File: config.mk
export PLATFORM = sky130hd
export DESIGN_NAME = inst_fetch
export DESIGN_NICKNAME = d
export VERILOG_FILES = /design/src/rtl/inst_fetch.sv
export SDC_FILE = /design/constraint.sdc
export NUM_CORES = 1
export LEC_CHECK = 0
export ABC_AREA = 1
export CAP_MARGIN = 20
export CORE_UTILIZATION = 40
export CTS_BUF_LIST = sky130_fd_sc_hd__clkbuf_2 sky130_fd_sc_hd__clkbuf_4 sky130_fd_sc_hd__clkbuf_8
export DETAILED_ROUTE_END_ITERATION = 6
export PLACE_DENSITY = 0.57
export SLEW_MARGIN = 20
export SYNTH_ARGS = -nofsm -noshare
export SYNTH_HDL_FRONTEND = slang
export SYNTH_SLANG_ARGS = --single-unit
File: constraint.sdc
create_clock -name clk -period 1.9 [get_ports clk]
set_input_delay 0.285 -clock clk [delete_from_list [all_inputs] [get_ports clk]]
set_output_delay 0.285 -clock clk [all_outputs]
set_load 0.02 [all_outputs]
File: src/rtl/inst_fetch.sv
// Switch-based instruction fetch: debounces a step pushbutton and, on each accepted
// press, emits a one-cycle strobe carrying the registered switch word and a press count.
module inst_fetch #(
  parameter int unsigned DEB_CYCLES = 100000
) (
  input  logic       clk,
  input  logic       rst_n,
  input  logic [7:0] sw,
  input  logic       btnS,
  output logic       inst_vld,
  output logic [7:0] inst_wd,
  output logic [7:0] inst_cnt,
  output logic       busy
);

  localparam int unsigned CW = (DEB_CYCLES > 1) ? $clog2(DEB_CYCLES) : 1;
  localparam logic [CW-1:0] CNT_MAX = CW'(DEB_CYCLES - 1);

  typedef enum logic [1:0] {
    IDLE        = 2'd0,
    DEB_PRESS   = 2'd1,
    PRESSED     = 2'd2,
    DEB_RELEASE = 2'd3
  } state_e;

  state_e        state_q, state_d;
  logic [CW-1:0] cnt_q, cnt_d;
  logic          sync1_q, btn_s_q;
  logic [7:0]    sw_q;
  logic          inst_vld_q, inst_vld_d;
  logic [7:0]    inst_wd_q, inst_wd_d;
  logic [7:0]    inst_cnt_q, inst_cnt_d;
  logic          busy_q, busy_d;

  // NOTE: sequential state uses non-blocking assignments so every flop samples
  // pre-edge values; blocking here would collapse the two-flop synchronizer.
  always_ff @(posedge clk or negedge rst_n) begin
    if (!rst_n) begin
      sync1_q    <= 1'b0;
      btn_s_q    <= 1'b0;
      sw_q       <= 8'h00;
      state_q    <= IDLE;
      cnt_q      <= '0;
      inst_vld_q <= 1'b0;
      inst_wd_q  <= 8'h00;
      inst_cnt_q <= 8'h00;
      busy_q     <= 1'b0;
    end else begin
      sync1_q    <= btnS;
      btn_s_q    <= sync1_q;
      sw_q       <= sw;
      state_q    <= state_d;
      cnt_q      <= cnt_d;
      inst_vld_q <= inst_vld_d;
      inst_wd_q  <= inst_wd_d;
      inst_cnt_q <= inst_cnt_d;
      busy_q     <= busy_d;
    end
  end

  // NOTE: every output of this block gets a default first, so no path leaves a
  // variable unassigned and no latch is inferred.
  always_comb begin
    state_d    = state_q;
    cnt_d      = cnt_q;
    inst_vld_d = 1'b0;
    inst_wd_d  = inst_wd_q;
    inst_cnt_d = inst_cnt_q;

    unique case (state_q)
      IDLE: begin
        if (btn_s_q) begin
          state_d = DEB_PRESS;
          cnt_d   = '0;
        end
      end
      DEB_PRESS: begin
        if (!btn_s_q) begin
          state_d = IDLE;
          cnt_d   = '0;
        end else if (cnt_q == CNT_MAX) begin
          state_d    = PRESSED;
          inst_vld_d = 1'b1;
          inst_wd_d  = sw_q;
          inst_cnt_d = inst_cnt_q + 8'd1;
        end else begin
          cnt_d = cnt_q + 1'b1;
        end
      end
      PRESSED: begin
        if (!btn_s_q) begin
          state_d = DEB_RELEASE;
          cnt_d   = '0;
        end
      end
      DEB_RELEASE: begin
        // A bounce back high re-enters PRESSED without a strobe.
        if (btn_s_q) begin
          state_d = PRESSED;
        end else if (cnt_q == CNT_MAX) begin
          state_d = IDLE;
          cnt_d   = '0;
        end else begin
          cnt_d = cnt_q + 1'b1;
        end
      end
      default: begin
        state_d = IDLE;
        cnt_d   = '0;
      end
    endcase

    busy_d = (state_d != IDLE);
  end

  assign inst_vld = inst_vld_q;
  assign inst_wd  = inst_wd_q;
  assign inst_cnt = inst_cnt_q;
  assign busy     = busy_q;

endmodule
== Word-level counts from Yosys, hierarchy flattened ==
Index checks and enable logic that the tools add are counted.

* Bits in registers: 47
* Input bits: 11
* Output and inout port bits: 18

* Reduce and logical (&&, ||, !) cells: 4
* Multiplexer cells: 17
* Add/subtract/negate cells: 2
* Equality and inequality tests: 8

{| class="wikitable"
|+ Operators with widths
! operator !! count
|-
| 17-bit 2-to-1 mux || 6
|-
| 17-bit one-hot mux with 4 select lines || 1
|-
| 17-bit by 1-bit adder with 17-bit output, second input constant || 1
|-
| 17-bit == test, second input constant || 1
|-
| 2-bit 2-to-1 mux || 6
|-
| 8-bit by 1-bit adder with 8-bit output, second input constant || 1
|-
| 2-bit one-hot mux with 4 select lines || 1
|-
| 2-bit != test, second input constant || 3
|-
| 2-bit == test, second input constant || 2
|-
| 4-bit AND reduction || 1
|-
| 1-bit 2-to-1 mux || 3
|-
| 3-bit != test, second input constant || 1
|-
| 3-bit AND reduction || 1
|-
| 2-bit by 1-bit == test with 1-bit output, second input constant || 1
|-
| 2-bit zero test || 1
|-
| 2-bit nonzero test || 1
|}

== Longest topological paths before layout ==
* Depth after elaboration: 5
* Gate-level depth with buffers: 13
* Mapped depth without buffers: 13

== Worst setup path before layout ==
No wires, ideal clock.

* Path type: register to register
* From: register cnt_q[0]
* To: register cnt_q[7]
* Arrival time: 1.520 ns
* Buffers on the path: 1
* Clock period less this slack: 1.637 ns
* Data required time: 1.783 ns
* Cell stages (with the launch flop): 14
* Setup slack: 0.263 ns
* Path through: dfrtp_1 -> ha_1 -> nand2_2 -> nor2_4 -> inv_2 -> nor2_2 -> nand2_2 -> clkinv_4 -> nand2_4 -> nand2_4 -> nand2_4 -> buf_6 -> nand2_1 -> nand2_1

* Word-level cells in the longest chain between the ends: 4
* Elaborated cells between the ends (all ways): 9

{| class="wikitable"
|+ Ends and longest elaborated chain
! element !! line !! source
|-
| from (decl) || 27 || <nowiki>logic [CW-1:0] cnt_q, cnt_d;</nowiki>
|-
| from (signal assigned) || 53 || <nowiki>cnt_q <= cnt_d;</nowiki>
|-
| 17-bit by 1-bit adder with 17-bit output / 17-bit == test (equally long branches) || n/a ||
|-
| 17-bit 2-to-1 mux, on equally long branches || 100, 81 ||
|-
| 17-bit 2-to-1 mux, on equally long branches || 98, 78 ||
|-
| 17-bit one-hot mux with 4 select lines || 70 || <nowiki>unique case (state_q)</nowiki>
|}

Parallel ways exist; a longest one is shown, timed or not. The select of a mux whose other input is x is not followed.
A chain may end at the register's enable or synchronous reset.

== Final worst setup path ==
* From: register cnt_q[0]
* To: register inst_cnt_q[1], in the netlist inst_cnt[1]

* Word-level cells in the longest chain between the ends: 2

{| class="wikitable"
|+ Ends and longest elaborated chain
! element !! line !! source
|-
| 17-bit == test || 81 || <nowiki>end else if (cnt_q == CNT_MAX) begin</nowiki>
|-
| 3-bit AND reduction (no line) || n/a ||
|-
| to (signal assigned) || 56 || <nowiki>inst_cnt_q <= inst_cnt_d;</nowiki>
|-
| to (decl) || 32 || <nowiki>logic [7:0] inst_cnt_q, inst_cnt_d;</nowiki>
|}

Every way passes these cells.

==> impl_metrics.csv <==
group,metric,value,unit
sta,min_period,1.73,ns
cells_and_area,fin_nets,418,
placed_design,io_buffers,28,
grt,grt_pass1_wl,10.8,mm
cells_and_area,final_common_cell,"nand2_1",
grt,grt_usage,0.193,
power_and_ir_drop,power_density,623,nW/um^2
route,drc,2,
clock_tree,cts_made_buffers,5,
setup_path,max_stage_delay,0.42,ns
clock_tree,clock_latency,0.31,ns
run_status,outcome,"complete, but fails checks",
cells_and_area,diodes,0,
cells_and_area,layout_common_cells,"100 x nand2_1, 54 x inv_1, 49 x nand3_1, 47 x dfrtp_1, 27 x clkdlybuf4s50_1",
synthesis,synthArstFlopShare,1.00,
grt,grt_pass1_vias,2150,
sta,setup_violations,0,
setup_path,worstPathArrival,1.93,ns
setup_path,cp-start-kind,"register",
synthesis,yosys.area.top_type,"dfrtp_1",
floorplanning,fp.dieW,84.3,microns
synthesis,ys.flop_type,"dfrtp_1",
sta,slew-limit-headroom,0.603,
power_and_ir_drop,p_leak,1.77,nW
synthesis,synth_area_leaders,"dfrtp_1 43%, nand2_1 14%, nand3_1 9.1%",
floorplanning,start_util,0.419,
setup_path,worstSetupStartpoint,"cnt_q[0]",
route,ant_nets,0,
floorplanning,ioPinCount,29,
synthesis,avgSynthCellArea,7.44,sq um
cells_and_area,area_growth,21.6,%
setup_path,worstSetupEndpointType,"register",
cells_and_area,stdcell_count,483,
placed_design,place_hpwl,4.76,mm
clock_tree,htreeDepth,2,
run,drv_cap,0,
floorplanning,die_h,84.3,microns
grt,overflow,0,
setup_path,crit_top_cell,"nand2_2",
clock_tree,cts_tree,"yes",
setup_path,worstPathCellList,"ha_4 -> nand2_2 -> nor2_4 -> inv_2 -> nor2_2 -> nand2_2 -> clkinv_4 -> nand2_4 -> or2_2 -> o21ai_0 -> inv_1",
floorplanning,die_area,7100,sq um
synthesis,synth_edf_count,0,
clock_tree,clockRootBuffer,"clkbuf_8",
cells_and_area,postLayoutCoreUtil,0.510,
synthesis,yosys.area.top_type_share,0.434,
route,via_count,2357,
power_and_ir_drop,switching_share,0.223,
worst_hold_path,hp-class,"register to register",
sta,fin_crit_sh,0.912,
sta,skew,0.0111,ns
synthesis,synthesis.area,2710,sq um
synthesis,yosys_warnings,0,
power_and_ir_drop,switching_power,458,uW
setup_path,r2r-start,"cnt_q[0]",
placed_design,gpl.final_weighted_congestion,0.880,
placed_design,dp.cells,471,
run_status,violations,"design-rule violations",
sta,tightest_slew,0.596,ns
grt,grt_max_degree,29,
clock_tree,cts_max_path_buffers,2,
power_and_ir_drop,ir_worst_vdd,296,uV
setup_path,crit_required,2.10,ns
synthesis,netlist_instances,364,
route,drt-vias-per-instance,4.88,
worst_hold_path,worstHoldStart,"sync1_q",
sta,finalHoldViolCount,0,
power_and_ir_drop,total_power,2.05,mW
sta,max_clock_freq,577,MHz
clock_tree,clock_sinks,47,
synthesis,synthesis.nets,377,
power_and_ir_drop,p_int,1.59,mW
power_and_ir_drop,clkPwrFrac,0.443,
sta,layout_setup_ws,0.167,ns
synthesis,yosysUniqueCellTypes,32,
route,drtIter0Drc,112,
route,routed_wl,6.55,mm
sta,hold_slack,0.369,ns
setup_path,critPathSlowestCell,"dfrtp_1",
synthesis,synth-seq-cells,47,
grt,antenna_found_initial,0,
power_and_ir_drop,power_frac_comb,0.060,
synthesis,ys_seq_area_frac,0.434,
setup_path,path_class,"register to register",
route,first_pass_iters,6,
floorplanning,placementRows,29,
sta,drv_slew,0,
floorplanning,core_area,6460,sq um
placed_design,place_ws,0.113,ns
route,wl_per_cell,13.6,microns
power_and_ir_drop,pwr-share-seq,0.497,
cells_and_area,drive_gt1_frac,0.118,
setup_path,worstPathMaxFanout,14,
clock_tree,clk_pin_slew,0.10,ns
-- Yosys cell counts (3+ instances only) --
cell        n
xor2_1      6
nor2_1     26
o2111a_1    4
buf_2       4
o21ai_0    11
or2_0       6
inv_2       3
nand2_1   100
nand2_4     4
nand2_2     3
nand4_1    13
nand3_1    49
dfrtp_1    47
o21ai_1     6
or2_2       5
nor2_4      3
inv_1      54
-- layer usage --
| metal | part of all wire | vias to the layer above | GRT usage | wire length [microns] |
|---|---|---|---|---|
| met5 | 0 | - | 0 | 0 |
| met4 | 0.0073 | 0 | 0.0486 | 48 |
| met3 | 0.032 | 4 | 0.0324 | 209 |
| met2 | 0.45 | 47 | 0.304 | 2980 |
| met1 | 0.51 | 1077 | 0.277 | 3310 |
| li1 | - | 1229 | - | - |
-- layout make-up --
type / instances / area, sq um
Fill cell: 658 / 3170
Multi-Input combinational cell: 247 / 1250
Sequential cell: 47 / 1180
Timing Repair Buffer: 45 / 405
Inverter: 59 / 226
Tap cell: 77 / 96.3
Clock inverter: 3 / 71.3
Clock buffer: 5 / 68.8
-- power by group through the flow --
stage / sequential, mW / clock, mW / combinational (mW)
2_1_floorplan: 1.04 / 0 / 0.0482
3_3_place_gp: 1.04 / 0 / 0.116
3_5_place_dp: 1.04 / 0 / 0.117
4_1_cts: 1.02 / 0.938 / 0.118
5_1_grt: 1.02 / 0.972 / 0.135
6_report: 1.02 / 0.909 / 0.123
-- per-stage QoR --
stage / TNS [ns] / instance area [sq um]
after floorplan: 0 / 2710
after global placement: 0 / 3110
after CTS: 0 / 3260
after global routing: -0.00179 / 3290
final: 0 / 3290
after detailed placement: 0 / 3110
-- what timing repair did --
action,in CTS,in global routing
setup buffers,0,3
hold buffers,1,0
gates resized for setup,0,2
endpoints found under the hold margin,3,0
endpoints found under the setup margin,0,17
-- flip-flops by register name (all words and copies together), names as in the netlist --
signal / count
sw_q: 8
busy: 1
inst_vld: 1
inst_wd: 8
cnt_q: 17
state_q: 2
btn_s_q: 1
sync1_q: 1
inst_cnt: 8
-- worst paths after layout --
kind                            slack (ns)           to  cells after the start
worst min register to register        0.37      btn_s_q                      0
worst max register to register        0.17  inst_cnt[1]                     11
min in group asynchronous             0.51     cnt_q[9]                      2
worst min-delay path                  0.37      btn_s_q                      0
max in group asynchronous             0.80     cnt_q[1]                      3
worst max-delay path                  0.17  inst_cnt[1]                     11
-- cell families after synthesis --
family                   count (synthesis)  synth area share
adder cells (fa/ha/maj)                  2           0.00924
flip-flops                              47             0.434
AND/OR/NAND/NOR                        215             0.372
AO/OA/AOI/OAI                           24            0.0559
buffers and inverters                   70             0.110
XOR/XNOR                                 6            0.0194
-- worst max-delay path, delay by kind of cell (launching register included) --
kind | cells | cell delay [ns]
compound gates | 1 | 0.08
buf+inv | 3 | 0.17
flops | 1 | 0.42
fa+ha+maj | 1 | 0.17
simple gates | 6 | 0.79
(Power assumes the default switching activity.)
